==> src/rtl/fifo_dc_wr_arb.sv <==
// Write-side controller of the dual-clock FIFO: round-robin arbitration of two requesters onto the RAM write port.
// A word is written at the edge ending its accept cycle; ready is withheld (nothing is stored) when not granted or full.
module fifo_dc_wr_arb #(
  parameter int addr_width   = 8,
  parameter int data_width   = 8,
  parameter int afull_thresh = 4
) (
  input  logic                  wclk,
  input  logic                  wrst,
  input  logic                  req0_valid,
  input  logic [data_width-1:0] req0_data,
  output logic                  req0_ready,
  input  logic                  req1_valid,
  input  logic [data_width-1:0] req1_data,
  output logic                  req1_ready,
  input  logic [addr_width:0]   rptr_gray,
  output logic                  we,
  output logic [addr_width-1:0] waddr,
  output logic [data_width-1:0] di,
  output logic [addr_width:0]   wptr_gray,
  output logic                  full,
  output logic                  afull,
  output logic [addr_width:0]   wcount
);

  localparam logic [addr_width:0] depth = {1'b1, {addr_width{1'b0}}};
  localparam logic [addr_width:0] athr  = (addr_width+1)'(afull_thresh);
  localparam logic [addr_width:0] one   = {{addr_width{1'b0}}, 1'b1};

  logic [addr_width:0] wbin;
  logic [addr_width:0] wbin_nxt;
  logic [addr_width:0] rsync1;
  logic [addr_width:0] rsync2;
  logic [addr_width:0] rbin_s;
  logic [addr_width:0] free;
  logic                last_grant;
  logic                grant0;
  logic                grant1;
  logic                accept;

  function automatic logic [addr_width:0] gray2bin(input logic [addr_width:0] g);
    logic [addr_width:0] b;
    b[addr_width] = g[addr_width];
    for (int i = addr_width - 1; i >= 0; i--) begin
      b[i] = b[i+1] ^ g[i];
    end
    return b;
  endfunction

  // Occupancy against the two-flop-delayed read pointer, so it can only overstate.
  assign rbin_s = gray2bin(rsync2);
  assign wcount = wbin - rbin_s;
  assign free   = depth - wcount;
  assign full   = ~wrst & (wcount == depth);
  assign afull  = ~wrst & (free <= athr);

  // last_grant=1 means req0 has priority on the next contended cycle.
  assign grant0 = req0_valid & (~req1_valid | last_grant);
  assign grant1 = req1_valid & (~req0_valid | ~last_grant);

  assign req0_ready = grant0 & ~full & ~wrst;
  assign req1_ready = grant1 & ~full & ~wrst;
  assign accept     = (req0_valid & req0_ready) | (req1_valid & req1_ready);

  assign we       = accept;
  assign waddr    = wbin[addr_width-1:0];
  assign di       = grant1 ? req1_data : req0_data;
  assign wbin_nxt = wbin + one;

  always_ff @(posedge wclk or posedge wrst) begin
    if (wrst) begin
      wbin       <= '0;
      wptr_gray  <= '0;
      rsync1     <= '0;
      rsync2     <= '0;
      last_grant <= 1'b1;
    end else begin
      rsync1 <= rptr_gray;
      rsync2 <= rsync1;
      if (accept) begin
        wbin       <= wbin_nxt;
        wptr_gray  <= wbin_nxt ^ (wbin_nxt >> 1);
        last_grant <= grant1;
      end
    end
  end

endmodule

==> config.mk <==
export PLATFORM = sky130hd
export DESIGN_NAME = fifo_dc_wr_arb
export DESIGN_NICKNAME = d
export VERILOG_FILES = /design/src/rtl/fifo_dc_wr_arb.sv
export SDC_FILE = /design/constraint.sdc
export NUM_CORES = 1
export LEC_CHECK = 0
export ABC_CLOCK_PERIOD_IN_PS = 8300
export BUFFER_PORTS_ARGS = -buffer_cell sky130_fd_sc_hd__buf_2
export CELL_PAD_IN_SITES_DETAIL_PLACEMENT = 1
export CELL_PAD_IN_SITES_GLOBAL_PLACEMENT = 1
export CORE_UTILIZATION = 39
export DETAILED_ROUTE_END_ITERATION = 10
export PLACE_DENSITY_LB_ADDON = 0.1
export SYNTH_ARGS = -nofsm -noshare
export SYNTH_HDL_FRONTEND = slang
export SYNTH_SLANG_ARGS = --single-unit
==> constraint.sdc <==
create_clock -name wclk -period 8.3 [get_ports wclk]
set_input_delay 0.415 -clock wclk [delete_from_list [all_inputs] [get_ports wclk]]
set_output_delay 0.415 -clock wclk [all_outputs]
set_load 0.01 [all_outputs]
==> results.toml, run 1 <==
[outcome]
outcome = "complete, no violations"

[clock_network]
cts_resized = 0
tritoncts = "yes"
clkLatencyLatePin_ns = 0.29
cts.sinks = 36
ctsHoldBuffers = 0
post_cts_buffers = 0
cts_buffer_depth = 2
clk_pin_slew_worst_paths_ns = 0.08
cts-root-buf = "clkbuf_8"
htree_num_levels = 2
numCtsBuffers = 5

[grt]
grt_pass1_wl_mm = 7.80
antenna_found_initial = 0
grt_max_degree = 31
grt_pass1_vias = 1620
grtUsageTotal_pct = 19.6
grt_overflow = 0

[detailed_routing]
viasPerCell = 5.01
drt_wl_total_mm = 4.88
avgRoutedWirePerCell_um = 15.0
detail-route-antenna-nets = 0
drcViolationCount = 0
vias = 1627
first_pass_iters = 4
initialDrtViolationCount = 47

[finish]
drive_above_1_share_pct = 36.0
nFillCells = 566
syn2layout_area_growth_pct = 25.5
multi_input_area_um2 = 1060
area.sequential_um2 = 902
fin_nets = 297
antenna_cells = 0

[die]
die_area_um2 = 5440
initial_core_util_pct = 41.4
pin_count = 68
core_um2 = 4850
rows = 25
die_height_um = 73.8
die_width_um = 73.8

[critical_path]
cp_max_fo = 17
path_class = "register to primary output"
crit_path_start_kind = "register"
worstPathArrival_ns = 6.20
cp-end-kind = "primary output"
required_ns = 7.89

[power]
seqPwrFrac_pct = 29.1
ir_worst_vdd_mv = 0.148
p_clk_share_pct = 14.7
comb_power_share_pct = 56.1
p_int_uw = 508
power_switching_uw = 388
switching_share_pct = 43.3
power.density_nw_per_um2 = 356
leakage_uw = 0.00120

[synthesis]
synth_seq_area_share_pct = 44.9
yosys.area.top_type_share_pct = 43.6
synth_area_per_cell_um2 = 10.9
yosys.cell_types.count = 41
yosys_warnings = 0
yosys.area.top_type = "dfrtp_1"
ys_ff_latch = 36
synth_nets = 225
postSynthCellCount = 185
synth_area_um2 = 2010
synth.area.top_cells = "dfrtp_1 44%, xnor2_1 9.6%, ha_1 6.2%"

[timing]
worstMarginPinSlew_ns = 0.774
layout_min_cycle_time_ns = 6.62
finalSetupViolCount = 0
timing.final.ws_setup_ns = 1.68
fin_tns_setup_ns = 0
period_share_pct = 79.7
skew_ns = 0.0144
hold_violations = 0
rsz0062_at_grt = "no"
slew_headroom_pct = 48.2
finalMaxSlewViolations = 0
max_freq_mhz = 151

[placement]
dpl.hpwl_mm = 3.88
gp_congestion = 0.746
place_ws_ns = 2.05
port_buffers = 67

[hold_path]
hold_path_class = "input pin to async pin"

[job]
cap_violations = 0
flip-flops by register name, summed over array words and instances, names as in the netlist:
| signal | cells |
|---|---|
| wptr_gray | 9 |
| wbin | 8 |
| last_grant | 1 |
| rsync2 | 9 |
| rsync1 | 9 |
per-stage QoR:
stage	instances	power [µW]	util [%]	hold WS [ns]	cell area, µm²
finish	325	896	52.0	0.0932	2520
global route	325	968	52.0	0.128	2520
CTS	325	908	52.0	0.101	2520
detailed placement	317	770	50.0	0.336	2420
global placement	317	761	50.0	0.332	2420
floorplan	185	601	-	0.331	2010
critical path, cell delays in order, from the launching register on:
cell       delay [ns]
dfrtp_1          0.44
xnor3_2          0.42
xor2_2           0.21
xor2_2           0.22
xor3_2           0.33
xnor2_2          0.21
inv_2            0.08
xnor2_2          0.13
ha_1             0.20
fa_1             0.41
nor2b_1          0.16
o31a_1           0.18
a21oi_1          0.08
a2111oi_0        0.52
nor4b_1          0.30
ha_1             0.23
nor2_1           0.08
and2_1           0.17
nor2_1           0.61
clkinv_1         0.61
buf_2            0.30
routing by layer:
metal	track usage, %	wire, µm	vias up
li1	-	-	774
met1	24.5	2190	783
met2	31.8	2330	60
met3	5.08	284	10
met4	8.97	79	0
met5	0	0	-
synth_stat cells:
master,instances
xor3_2,1
nor2b_1,3
fa_1,1
ha_1,10
nor4_1,1
o31a_1,2
nor2_1,14
a2111oi_0,1
xor2_2,2
xnor2_2,2
dfrtp_1,35
dfstp_2,1
o311a_1,1
a21o_1,1
nand4bb_1,1
xor2_1,6
a31oi_1,1
nand2b_1,1
xnor3_2,1
nand4_1,2
o21a_1,4
xnor2_1,22
a21oi_1,11
mux2_2,8
inv_2,1
inv_1,6
and3_1,4
a21boi_1,1
nor4b_1,1
mux2i_1,2
nand3_1,3
or3b_2,1
buf_2,1
and4_1,1
clkinv_1,1
o21ai_0,9
nand2_1,13
o31ai_1,1
nor3_1,4
clkbuf_1,2
and2_1,2
final timing paths:
path	start	end	slack, ns	depth (start not counted)
worst max-delay path	rsync2[8]	we	1.68	20
worst min-delay path	wrst	rsync2[2]	0.09	2
worst max register to register	rsync2[8]	wptr_gray[8]	2.20	21
worst min register to register	rsync1[0]	rsync2[0]	0.35	0
max in group asynchronous	wrst	last_grant	7.51	3
min in group wclk	rptr_gray[6]	rsync1[6]	0.22	1
kinds of logic (layout without fill, tap and decap cells):
kind of cell,count (synthesis),in the layout,synth area share [%]
simple gates,51,51,12.7
flops,36,36,44.9
xor+xnor,34,34,17.9
compound gates,32,32,9.71
fa+ha+maj,11,11,7.22
buf+inv,11,84,2.12
mux,10,10,5.48
final cells by class:
type	instances	area share (%)
flip-flops and latches	36	35.8
clock buffers	6	3.28
well taps	67	3.33
multi-input cells	138	42.2
repair buffers	68	13.6
clock inverters	2	0.596
inverters	8	1.19
power groups by stage:
stage | Combinational, µW | Sequential, µW | Clock, µW
floorplan | 334 | 267 | 0
global placement | 496 | 265 | 0
detailed placement | 504 | 266 | 0
CTS | 508 | 263 | 137
global route | 557 | 267 | 144
finish | 503 | 261 | 132
cells in the final DEF, fill, tap and decap left out, types with 6 or more instances in the layout:
cell | synthesis | layout
xnor2_1 | 22 | 22
xor2_1 | 6 | 6
nand2_1 | 13 | 13
ha_1 | 10 | 10
dfrtp_1 | 35 | 35
o21ai_0 | 9 | 9
nor2_1 | 14 | 14
a21oi_1 | 11 | 11
clkbuf_8 | 0 | 6
inv_1 | 6 | 6
mux2_2 | 8 | 8
buf_2 | 1 | 67
No activity file was read; power rests on OpenSTA's default activity.
==> run 2, diff against run 1 <==
Settings changed: ABC_AREA from default to 1, ABC_CLOCK_PERIOD_IN_PS 8300 to 6550, CORE_UTILIZATION 39 to 36.
Clock period 8.3 ns to 6.55 ns, I/O delays scaled along.
==> results.toml, run 2 <==
[outcome]
outcome = "complete, no violations"

[finish]
largestRegisters = "rsync1 (9), rsync2 (9), wptr_gray (9)"
nFillCells = 726
syn2layout_area_growth_pct = 27.1
final_common_cell = "nand2_1"
final_cell_mix = "77 x nand2_1, 67 x buf_2, 36 x inv_1"
drive_above_1_share_pct = 30.3
antenna_cells = 0
fin_nets = 382

[die]
rows = 27
die_width_um = 79.3
die_height_um = 79.3
pin_count = 68
core_um2 = 5640
initial_core_util_pct = 38.1
die_area_um2 = 6280

[timing]
slew_headroom_pct = 69.5
fin_tns_setup_ns = 0
hold_violations = 0
period_share_pct = 69.6
whs_ns = 0.140
skew_ns = 0.00453
layout_min_cycle_time_ns = 4.56
worstMarginPinSlew_ns = 0.457
finalSetupViolCount = 0
max_freq_mhz = 219
finalMaxSlewViolations = 0
rsz0062_at_grt = "no"

[critical_path]
required_ns = 6.22
cp_common_cell = "nor2_1"
cp-end-kind = "primary output"
crit_path_start_kind = "register"
slowest_stage = "dfrtp_1"
critPathMaxStageDelay_ns = 0.42
cp_max_fo = 13
worstPathArrival_ns = 4.23
path_class = "register to primary output"

[detailed_routing]
initialDrtViolationCount = 37
drt_wl_total_mm = 5.24
drcViolationCount = 0
first_pass_iters = 4
avgRoutedWirePerCell_um = 12.6
vias = 1939
detail-route-antenna-nets = 0
viasPerCell = 4.67

[clock_network]
clkLatencyLatePin_ns = 0.29
cts-root-buf = "clkbuf_8"
clk_pin_slew_worst_paths_ns = 0.07
cts_buffer_depth = 2
ctsHoldBuffers = 0
tritoncts = "yes"
htree_num_levels = 2
cts.sinks = 36
post_cts_buffers = 0
numCtsBuffers = 5
cts_resized = 0

[synthesis]
synth_seq_area_share_pct = 42.0
synth_edf_count = 0
yosys.cell_types.count = 31
synth.area.top_cells = "dfrtp_1 41%, nand2_1 13%, inv_1 6.3%"
async_reset_ff_share_pct = 100
synth-main-ff-cell = "dfrtp_1"
synth_area_um2 = 2150
synth_nets = 309
post-synth-top-count-cell = "nand2_1"
synth_area_per_cell_um2 = 7.99
yosys.area.top_type = "dfrtp_1"
postSynthCellCount = 269
yosys.area.top_type_share_pct = 40.8
synth_commonest_cells = "77 x nand2_1, 36 x inv_1, 35 x dfrtp_1"
ys_ff_latch = 36
yosys_warnings = 0

[hold_path]
hold_path_class = "input pin to register"

[grt]
antenna_found_initial = 0
grt_overflow = 0
grt_max_degree = 37
grt_pass1_vias = 1958
grt_pass1_wl_mm = 8.83
grtUsageTotal_pct = 18.0

[placement]
port_buffers = 67
dpl.hpwl_mm = 4.14
gp_congestion = 0.779

[power]
power.density_nw_per_um2 = 445
ir_worst_vdd_mv = 0.239
leakage_uw = 0.00154

[job]
cap_violations = 0
-- run 2: cell count changes after synthesis, sizes merged, moves of 8 or more --
| cell | before | now |
|---|---|---|
| nand2 | 13 | 82 |
| inv | 7 | 42 |
| xnor2 | 24 | 3 |
| nand3 | 3 | 21 |
| nor2 | 14 | 25 |
| mux2 | 8 | 0 |
-- run 2: path summary, 6_finish.rpt --
path	end	from	cells past startpoint	slack, ns
hold reg to reg	rsync2[3]	rsync1[3]	0	0.35
max in group asynchronous	last_grant	wrst	3	6.05
setup / recovery	we	rsync2[8]	28	1.99
min in group asynchronous	rsync2[7]	wrst	3	0.16
setup reg to reg	wptr_gray[1]	rsync2[8]	32	2.10
hold / removal	rsync1[1]	rptr_gray[1]	1	0.14
-- run 2: critical path, delay by kind of cell (launching register included) --
| family | cells | cell delay, ns |
|---|---|---|
| adder cells (fa/ha/maj) | 3 | 0.83 |
| AND/OR/NAND/NOR | 19 | 1.84 |
| buffers and inverters | 3 | 0.34 |
| AO/OA/AOI/OAI | 2 | 0.35 |
| flip-flops | 1 | 0.42 |
| XOR/XNOR | 1 | 0.15 |
-- run 2: power by group --
part,internal (µW),total (µW),switching (µW)
logic,236,613,377
clock network,190,269,78.6
registers,278,334,56.0
total,705,1220,511
-- run 2: cells by family (layout without fill, tap and decap cells) --
logic type                 count (synthesis)  after routing  share of synthesized area, %
and+or+nand+nor                          134            134                          28.1
buffers and inverters                     44            118                          7.80
DFF                                       36             36                          42.0
AOI/OAI and AO/OA                         29             29                          8.56
xor gates and xnor gates                  15             15                          6.81
adders and majority gates                 11             11                          6.76
-- run 2: cell type report --
cell class / count / area [µm²] / share of cell area [%]
repair buffers: 68 / 343 / 12.6
clock buffers: 5 / 68.8 / 2.52
flip-flops and latches: 36 / 902 / 33.0
well taps: 72 / 90.1 / 3.30
inverters: 42 / 158 / 5.77
multi-input cells: 189 / 1080 / 39.5
clock inverters: 3 / 90.1 / 3.30
-- run 2: metrics by stage --
| step | power [µW] | instance area, µm² | instances | util, % | setup WS, ns |
|---|---|---|---|---|---|
| after floorplan | 752 | 2150 | 269 | - | 2.58 |
| after global placement | 944 | 2570 | 407 | 45.6 | 2.28 |
| after detailed placement | 957 | 2570 | 407 | 45.6 | 2.10 |
| after CTS | 1240 | 2730 | 415 | 48.4 | 1.94 |
| after global routing | 1320 | 2730 | 415 | 48.4 | 1.60 |
| final | 1220 | 2730 | 415 | 48.4 | 1.99 |
-- run 2: per-layer routing --
metal / global-route usage [%] / vias up / part of all wire (%)
li1: - / 986 / -
met1: 22.5 / 902 / 46
met2: 31.4 / 44 / 48
met3: 2.87 / 7 / 4.1
met4: 6.00 / 0 / 1.5
met5: 0 / - / 0
==> run 3, diff against run 2 <==
Settings changed: ABC_CLOCK_PERIOD_IN_PS 6550 to 4250.
Clock period 6.55 ns to 4.25 ns, I/O delays scaled along.
==> results.toml, run 3 (synthesis results as in run 2) <==
[clock_network]
tritoncts = "yes"
ctsHoldBuffers = 0
numCtsBuffers = 5
clkLatencyLatePin_ns = 0.29
htree_num_levels = 2
clk_pin_slew_worst_paths_ns = 0.07
cts-root-buf = "clkbuf_8"
cts.sinks = 36
cts_buffer_depth = 2

[critical_path]
ff2ff_path_depth = 33
required_ns = 4.04
slowest_stage = "dfrtp_2"
crit_path_start_kind = "register"
cp_max_fo = 4
reg2reg_slack_ns = 0.20
worstReg2RegEnd = "wptr_gray[6]"
critPathMaxStageDelay_ns = 0.45
worstPathArrival_ns = 3.93
path_class = "register to primary output"
cp-end-kind = "primary output"
worstReg2RegStart = "rsync2[8]"

[die]
die_width_um = 79.3
core_um2 = 5640
die_area_um2 = 6280
initial_core_util_pct = 38.1
pin_count = 68
rows = 27
die_height_um = 79.3

[finish]
syn2layout_area_growth_pct = 43.1
fin_nets = 391
largestRegisters = "rsync1 (9), rsync2 (9), wptr_gray (9)"
antenna_cells = 0
nFillCells = 706
final_cell_mix = "66 x nand2_1, 66 x buf_2, 35 x inv_1"
instances_no_fill = 424
drive_above_1_share_pct = 42.6
stdcell_area_um2 = 3070

[detailed_routing]
initialDrtViolationCount = 34
detail-route-antenna-nets = 0
drcViolationCount = 0
drt_wl_total_mm = 5.53
first_pass_iters = 4
vias = 2013
avgRoutedWirePerCell_um = 13.0
viasPerCell = 4.75

[hold_path]
hold_depth = 1
hold_end = "rsync1[4]"
hold_path_class = "input pin to register"
hold_start = "rptr_gray[4]"

[job]
cap_violations = 0

[placement]
port_buffers = 67
dpl.hpwl_mm = 4.03
place_ws_ns = 0.0293
gp_congestion = 0.781
dp_cells = 408
place_area_um2 = 2580

[power]
p_clk_share_pct = 20.9
seqPwrFrac_pct = 26.1
leakage_uw = 0.00165
comb_power_share_pct = 53.0
switching_share_pct = 42.5
power.density_nw_per_um2 = 646
power_switching_uw = 844
p_int_uw = 1140
ir_worst_vdd_mv = 0.290
power_uw = 1990

[timing]
period_share_pct = 97.5
finalSetupViolCount = 0
whs_ns = 0.0221
max_freq_mhz = 241
slew_headroom_pct = 71.0
layout_min_cycle_time_ns = 4.14
worstMarginPinSlew_ns = 0.435
rsz0062_at_grt = "yes"
timing.final.ws_setup_ns = 0.106
finalMaxSlewViolations = 0
hold_violations = 0
skew_ns = 0.00467

[grt]
grt_pass1_wl_mm = 8.45
grtUsageTotal_pct = 17.6
antenna_found_initial = 0
grt_pass1_vias = 1862
grt_max_degree = 37
grt_overflow = 0

[outcome]
outcome = "complete, no violations"
run 3: cell types whose count changed in the layout (fill, tap and decap cells not counted), moves of 2 or more:
| cell | delta |
|---|---|
| nand3_1 | -16 |
| nor2_1 | -4 |
| nand2_2 | +6 |
| nand2_1 | -11 |
| nor2_2 | +2 |
| buf_4 | +7 |
| buf_6 | +3 |
| nand2_4 | +5 |
| ha_4 | +2 |
| ha_1 | -2 |
| nand3_4 | +10 |
| nor2_4 | +2 |
| nand3_2 | +6 |
run 3: critical path: cells and delay by family, from the launching register on:
family	cells	cell delay [ns]
adder cells (fa/ha/maj)	3	0.68
XOR/XNOR	1	0.16
AO/OA/AOI/OAI	1	0.18
AND/OR/NAND/NOR	18	1.57
flip-flops	1	0.45
buffers and inverters	6	0.61
run 3: how the worst max path moves through the flow:
stage / from / endpoint / slack, ns / depth (start not counted)
global route: rsync2[8] / we / -0.16 / 29
global placement: rsync2[8] / wptr_gray[1] / 0.19 / 32
detailed placement: rsync2[8] / wptr_gray[6] / 0.03 / 33
CTS: rsync2[8] / afull / 0.007 / 28
floorplan: rsync2[8] / wptr_gray[2] / 0.28 / 32
finish: rsync2[8] / we / 0.11 / 29
run 3: through the flow:
step	util [%]	TNS (ns)
6_report	54.5	0
5_1_grt	54.5	-0.493
4_1_cts	48.9	0
3_5_place_dp	45.7	0
3_3_place_gp	45.7	0
2_1_floorplan	-	0
run 3: layout make-up:
cell class | instances | area [µm²] | share of cell area, %
clock buffer | 5 | 68.8 | 2.24
inverter | 42 | 160 | 5.21
tap | 72 | 90.1 | 2.93
multi-input combinational | 189 | 1340 | 43.5
timing repair buffer | 77 | 424 | 13.8
sequential | 36 | 903 | 29.4
clock inverter | 3 | 90.1 | 2.93
run 3: layer usage:
metal | GRT usage [%] | vias up | wire length, µm
met2 | 29.5 | 43 | 2820
met1 | 22.0 | 958 | 2420
met3 | 3.33 | 6 | 193
met4 | 7.64 | 0 | 94
met5 | 0 | - | 0
li1 | - | 1006 | -
run 3: repair_timing:
item | in CTS | in global routing
pin swaps | 1 | 18
resized for setup | 3 | 58
setup endpoints to repair | 3 | 20
endpoints found under the hold margin | 0 | 0
setup buffers | 2 | 6
run 3: power by group through the flow:
stage | clock network [µW] | logic [µW] | registers (µW)
floorplan | 0 | 620 | 539
global placement | 0 | 933 | 523
detailed placement | 0 | 947 | 522
CTS | 428 | 974 | 518
global route | 436 | 1180 | 533
finish | 415 | 1050 | 519
